$ cat src/rtl/pwm_multi_generator.sv
`timescale 1ns/1ps
// Multi-channel PWM generator: shared prescaler and period counter, shadowed per-channel duty,
// resync input. Define PWM_PHASE_STAGGER_EN to spread channel phases evenly over the period.
module pwm_multi_generator #(
  parameter int CHANNELS       = 4,
  parameter int PWM_WIDTH      = 10,
  parameter int PRESCALE_WIDTH = 12,
  localparam int CHAN_W        = (CHANNELS > 1) ? $clog2(CHANNELS) : 1
) (
  input  logic                      clk,
  input  logic                      reset,
  input  logic                      sync_signal,
  input  logic [PRESCALE_WIDTH-1:0] t_lsb,
  input  logic                      wr_en,
  input  logic [CHAN_W-1:0]         wr_chan,
  input  logic [PWM_WIDTH-1:0]      wr_value,
  output logic [CHANNELS-1:0]       pwm_signal,
  output logic                      period_start
);

  localparam int PERIOD = 2 ** PWM_WIDTH;
`ifdef PWM_PHASE_STAGGER_EN
  localparam int PHASE_STEP = PERIOD / CHANNELS;
`else
  localparam int PHASE_STEP = 0;
`endif

  logic                      sync_q1, sync_q2, sync_q3, sync_rise;
  logic                      run;
  logic [PRESCALE_WIDTH-1:0] presc, t_cmp, cmp_eff;
  logic [PWM_WIDTH-1:0]      cnt;
  logic                      tick, wrap, commit;
  logic [PWM_WIDTH-1:0]      shadow [CHANNELS];
  logic [PWM_WIDTH-1:0]      active [CHANNELS];
  logic [CHANNELS-1:0]       pwm_next;

  assign sync_rise = sync_q2 & ~sync_q3;
  // Until the first edge after reset the compare value has not been captured yet.
  assign cmp_eff   = run ? t_cmp : t_lsb;
  assign tick      = (presc == cmp_eff);
  assign wrap      = tick & (cnt == '1);
  assign commit    = sync_rise | wrap;

  always_ff @(posedge clk or negedge reset) begin
    if (!reset) begin
      sync_q1 <= 1'b0;
      sync_q2 <= 1'b0;
      sync_q3 <= 1'b0;
    end else begin
      sync_q1 <= sync_signal;
      sync_q2 <= sync_q1;
      sync_q3 <= sync_q2;
    end
  end

  // A resync wins over a natural wrap in the same cycle.
  always_ff @(posedge clk or negedge reset) begin
    if (!reset) begin
      presc <= '0;
      t_cmp <= '0;
      cnt   <= '0;
      run   <= 1'b0;
    end else begin
      run <= 1'b1;
      if (sync_rise) begin
        presc <= '0;
        cnt   <= '0;
        t_cmp <= t_lsb;
      end else if (tick) begin
        presc <= '0;
        cnt   <= cnt + PWM_WIDTH'(1);
        t_cmp <= t_lsb;
      end else begin
        presc <= presc + PRESCALE_WIDTH'(1);
        if (!run) t_cmp <= t_lsb;
      end
    end
  end

  // Commit copies the pre-edge shadow, so a same-cycle write waits for the next commit.
  always_ff @(posedge clk or negedge reset) begin
    if (!reset) begin
      for (int i = 0; i < CHANNELS; i++) begin
        shadow[i] <= '0;
        active[i] <= '0;
      end
    end else begin
      for (int i = 0; i < CHANNELS; i++) begin
        if (commit) active[i] <= shadow[i];
        if (wr_en && (wr_chan == CHAN_W'(i))) shadow[i] <= wr_value;
      end
    end
  end

  always_comb begin
    logic [PWM_WIDTH-1:0] phase;
    phase    = '0;
    pwm_next = '0;
    for (int i = 0; i < CHANNELS; i++) begin
      phase       = cnt + PWM_WIDTH'(i * PHASE_STEP);
      pwm_next[i] = (phase < active[i]);
    end
  end

  // period_start is registered alongside pwm_signal so both describe the same counter cycle.
  always_ff @(posedge clk or negedge reset) begin
    if (!reset) begin
      pwm_signal   <= '0;
      period_start <= 1'b0;
    end else begin
      pwm_signal   <= pwm_next;
      period_start <= tick & (cnt == '0) & ~sync_rise;
    end
  end

endmodule

$ cat config.mk
export PLATFORM = sky130hd
export DESIGN_NAME = pwm_multi_generator
export DESIGN_NICKNAME = d
export VERILOG_FILES = /design/src/rtl/pwm_multi_generator.sv
export SDC_FILE = /design/constraint.sdc
export NUM_CORES = 1
export LEC_CHECK = 0
export ABC_AREA = 1
export CORE_ASPECT_RATIO = 1.25
export CORE_MARGIN = 8
export CORE_UTILIZATION = 45
export CTS_CLUSTER_DIAMETER = 30
export DETAILED_ROUTE_END_ITERATION = 8
export PLACE_DENSITY_LB_ADDON = 0.15
export SKIP_CTS_REPAIR_TIMING = 1
export SLEW_MARGIN = 20
export SYNTH_ARGS = -nofsm -noshare
export SYNTH_HDL_FRONTEND = slang
export SYNTH_SLANG_ARGS = --single-unit
export TNS_END_PERCENT = 30
$ cat constraint.sdc
create_clock -name clk -period 1.81 [get_ports clk]
set_input_delay 0.362 -clock clk [delete_from_list [all_inputs] [get_ports clk]]
set_output_delay 0.362 -clock clk [all_outputs]
set_load 0.1 [all_outputs]
# --- Yosys cells after proc, flatten, opt, wreduce, memory -nomap -nowiden ---
# Cells that the tools add are included.
totals:
  ff_bits: 123
  in_bits: 28
  output_inout_bits: 5
  word_cells: 49
classes:
  addsub: 2
  magnitude_cmp: 4
  n_eq_ne: 5
  n_mux: 7
  bitwise_logic: 7
  n_reduce_logical: 7
ops:
  columns: ["operator", "count"]
  rows:
  - ["12-bit two-way mux", 5]
  - ["10-bit less-than comparator", 4]
  - ["10-bit two-way mux", 2]
  - ["12-bit by 1-bit adder with 12-bit output (second input constant)", 1]
  - ["12-bit == test", 1]
  - ["10-bit by 1-bit adder with 10-bit output (second input constant)", 1]
  - ["10-bit == test (second input constant)", 1]
  - ["10-bit zero test", 1]
  - ["1-bit bitwise AND", 4]
  - ["2-bit == test (second input constant)", 2]
  - ["1-bit logical AND", 4]
  - ["2-bit by 1-bit == test with 1-bit output (second input constant)", 1]
  - ["2-bit zero test", 1]
  - ["1-bit inverter", 2]
  - ["2-bit nonzero test", 1]
  - ["1-bit bitwise OR", 1]

# --- Depth between registers and ports, before layout ---
logic_depth:
  depth_word: 4
  ltp_mapped: 13

# --- Worst setup path before layout ---
# Ideal clock, no wire load.
synth_timing:
  path_kind: "flip-flop to flip-flop"
  startpoint: "reg cnt[1]"
  endpoint: "reg active[0] in the netlist's numbering"
  setup_time_ns: 0.118
  t_arrival_ns: 1.661
  required_ns: 1.692
  slack_ns: 0.031
  path_stages_with_launch: 10
  path_buffers: 1
  path_cell_list: "dfrtp_1 > ha_1 > nand2_1 > nor3_2 > nand3_1 > nor2_1 > nand4_1 > clkbuf_1 > nand3_1 > nand2_1"
synth_via:
  elab_chain_cells: 3
synth_lines:
  columns: ["item", "line", "text"]
  rows:
  - ["from (decl)", "31", "logic [PWM_WIDTH-1:0] cnt;"]
  - ["from (signal assigned)", "71", "cnt <= cnt + PWM_WIDTH'(1);"]
  - ["10-bit == test", "41", "assign wrap = tick & (cnt == '1);"]
  - ["1-bit bitwise AND", "41", null]
  - ["1-bit bitwise OR", "42", "assign commit = sync_rise | wrap;"]
  - ["to (signal, indexed assignment)", "89", "if (commit) active[i] <= shadow[i];"]
  - ["to (decl)", "34", "logic [PWM_WIDTH-1:0] active [CHANNELS];"]
# Every way passes these cells.
# A chain may end at the register's enable or synchronous reset.

# --- Worst setup path after layout ---
layout_timing:
  startpoint: "reg run"
  endpoint: "reg active[5] in the netlist's numbering"
layout_via:
  elab_chain_cells: 4
layout_lines:
  columns: ["item", "line", "text"]
  rows:
  - ["from (decl)", "29", "logic run;"]
  - ["from (signal assigned)", "62", "run <= 1'b0;"]
  - ["from (signal assigned)", "64", "run <= 1'b1;"]
  - ["12-bit two-way mux", null, null]
  - ["12-bit == test", "40", "assign tick = (presc == cmp_eff);"]
  - ["1-bit bitwise AND", "41", null]
  - ["1-bit bitwise OR", "42", null]
# Every way passes these cells.

==> results.cfg <==
[status]
outcome = finished, violations left
failed_checks = setup timing

[cts]
cts_made_buffers = 17
clk_pin_slew_ns = 0.06
cts.path.max_buffers = 2
cts-root-buf = clkbuf_16
clock_sinks = 123
clkLatencyLatePin_ns = 0.42
cts_tree = yes
htreeDepth = 4

[finish]
multi_input_area_um2 = 2970
stdcell_count = 1049
antennaDiodeCount = 0
final_common_cell = nand2_1
fillCellCount = 1195
design_area_um2 = 8420
finalCoreUtilization_pct = 60.9
ff_latch_area_um2 = 3080
layout-drive-gt1-share_pct = 17.5
fin_nets = 928
area_growth_pct = 32.9
mostFrequentLayoutCells = nand2_1 (205), dfrtp_1 (123), inv_1 (94), nand3_1 (94), o21ai_0 (44)

[critical_path]
path_cells = inv_2 -> buf_6 -> nand2_1 -> nand2_1 -> nand2_1 -> nand2_2 -> nand2_2 -> nor2_4 -> nand4_1 -> buf_6 -> clkbuf_16 -> nand3_1 -> nand2_1
critPathKind = flop to flop
cpPeakStageDelay_ns = 0.40
critical-path-slowest-cell = dfrtp_1
path_max_fanout = 10
crit_path_start_kind = flop
r2r-start = run
cp.required_ns = 2.12
startpoint = run
worst_path_most_repeated_cell = nand2_1
arrival_ns = 2.20
regToRegSetupSlack_ns = -0.08
endpoint_kind = flop

[global_routing]
grt_antenna_before_repair = 0
grt_pass1_wl_um = 26400
grt_pass1_vias = 5493
grt_max_degree = 60
track_usage_pct = 18.5
grt-ovfl-total = 0

[logic_synthesis]
synth-simple-area-share_pct = 26.8
netlist.area_leader.share_pct = 48.6
synthAdderAreaFrac_pct = 7.70
synth_nets = 850
synth-compound-area-share_pct = 7.03
yosys-top-cells-area = dfrtp_1 (49%), nand2_1 (13%), nand3_1 (8.8%)
synthMuxAreaShare_pct = 0
yosysWarnings = 0
synthXorXnorAreaFrac_pct = 1.38
seq_area_frac_synth_pct = 48.6
synth_seq_cells = 123
synth_top_family_by_area = simple AND/OR/NAND/NOR gates
synth_top_area_cell = dfrtp_1
syn_area_um2 = 6330
synth_cell_types = 28
avgSynthCellArea_um2 = 8.09
postSynthCellCount = 783

[worst_hold_path]
hp-class = input pin to async pin

[detailed_routing]
wire_per_inst_um = 16.8
drtPass1Iterations = 5
first_iter_violations = 321
num_vias = 5570
wirelength_um = 17600
avgViaCountPerCell = 5.31
ant_nets = 0
drc = 0

[pwr]
p_leak_nw = 4.23
peakVddDrop_mv = 0.662
p_total_mw = 9.13
powerDensity_nw_per_um2 = 1080

[sta]
fin_crit_ns = 1.89
setup_ws_ns = -0.0802
clock_skew_ns = 0.00879
timing.final.hold_violations = 0
finalCritPeriodShare_pct = 104
relSlewSlack_pct = 63.9
max_freq_ghz = 0.529
whs_ns = 0.306
tightest_slew_ns = 0.536
maxSlewViolCount = 0
rsz0062_at_grt = true
setup_viol = 71

[flow_run]
drv_cap = 0

[floorplan]
io_pins = 33
die_area_um2 = 18200
core_area_um2 = 13800
die_h_um = 149
die_w_um = 122
placement_rows = 48
initial_core_util_pct = 45.9

[place]
detailed_place.area_um2 = 7120
portBuffers = 32
dp.cells = 995
hpwl_um = 10700
place.gp.congestion = 0.814
layer usage:
metal  vias up  GRT usage, %  part of all wire (%)
met5         -             0                     0
met4         0          6.72                   3.4
met3        52          4.93                   4.6
met2       155          32.2                    51
met1      2666          21.1                    41
li1       2697             -                     -
sequential cells by signal, indices dropped and copies added (netlist names):
signal        cells
shadow           40
run               1
period_start      1
sync_q2           1
pwm_signal        4
cnt              10
t_cmp            12
sync_q3           1
presc            12
sync_q1           1
active           40
power breakdown:
group / total (mW) / leakage (nW) / internal [mW] / switching [mW]
combinational: 2.04 / 2.32 / 0.800 / 1.24
sequential: 3.33 / 1.59 / 3.10 / 0.234
clock: 3.76 / 0.321 / 2.48 / 1.28
total: 9.13 / 4.23 / 6.38 / 2.75
worst paths after layout:
kind                         endpoint  cells after the start
max                         active[5]                     13
min                          t_cmp[1]                      2
max reg2reg                 active[5]                     13
min reg2reg                   sync_q2                      0
max in group asynchronous  active[16]                      3
min in group clk              sync_q2                      0
cell type report:
class,count,area share [%]
sequential,123,36.6
multi-input combinational,532,35.3
timing repair buffer,90,13.4
clock buffer,18,5.22
inverter,97,4.35
tap,175,2.60
clock inverter,14,2.57
through the flow:
| stage | worst slack, ns | TNS [ns] |
|---|---|---|
| after floorplan | 0.0308 | 0 |
| after global placement | -0.356 | -23.99 |
| after detailed placement | -0.356 | -23.48 |
| after CTS | -0.171 | -9.81 |
| after global routing | -0.185 | -10.68 |
| final | -0.0802 | -3.06 |
kinds of logic (layout without fill, tap and decap cells):
| logic type | Yosys count | in the layout |
|---|---|---|
| xor+xnor | 10 | 10 |
| simple gates | 397 | 398 |
| other cells | 1 | 1 |
| compound gates | 84 | 84 |
| fa+ha+maj | 39 | 39 |
| flops | 123 | 123 |
| buf+inv | 129 | 219 |
synthesized netlist by cell type:
library cell,count
buf_6,5
buf_1,3
inv_1,94
nor3_2,1
nor2_1,32
dfrtp_1,123
nor4_1,5
nor2_2,2
xor2_1,10
conb_1,1
clkbuf_2,1
a21oi_1,21
o221ai_1,4
nand3_1,112
nand3_2,1
ha_1,39
buf_2,7
o21ai_1,1
nand2_1,226
nand2_2,1
nand3b_1,2
o21a_1,4
o21ai_0,54
buf_4,1
inv_2,3
clkbuf_1,15
nor3_1,9
nand4_1,6
critical path, delay by kind of cell (launching register included):
family	cells	cell delay, ns
AND/OR/NAND/NOR	9	0.72
buffers and inverters	4	0.65
flip-flops	1	0.40
(Power assumes the default switching activity.)
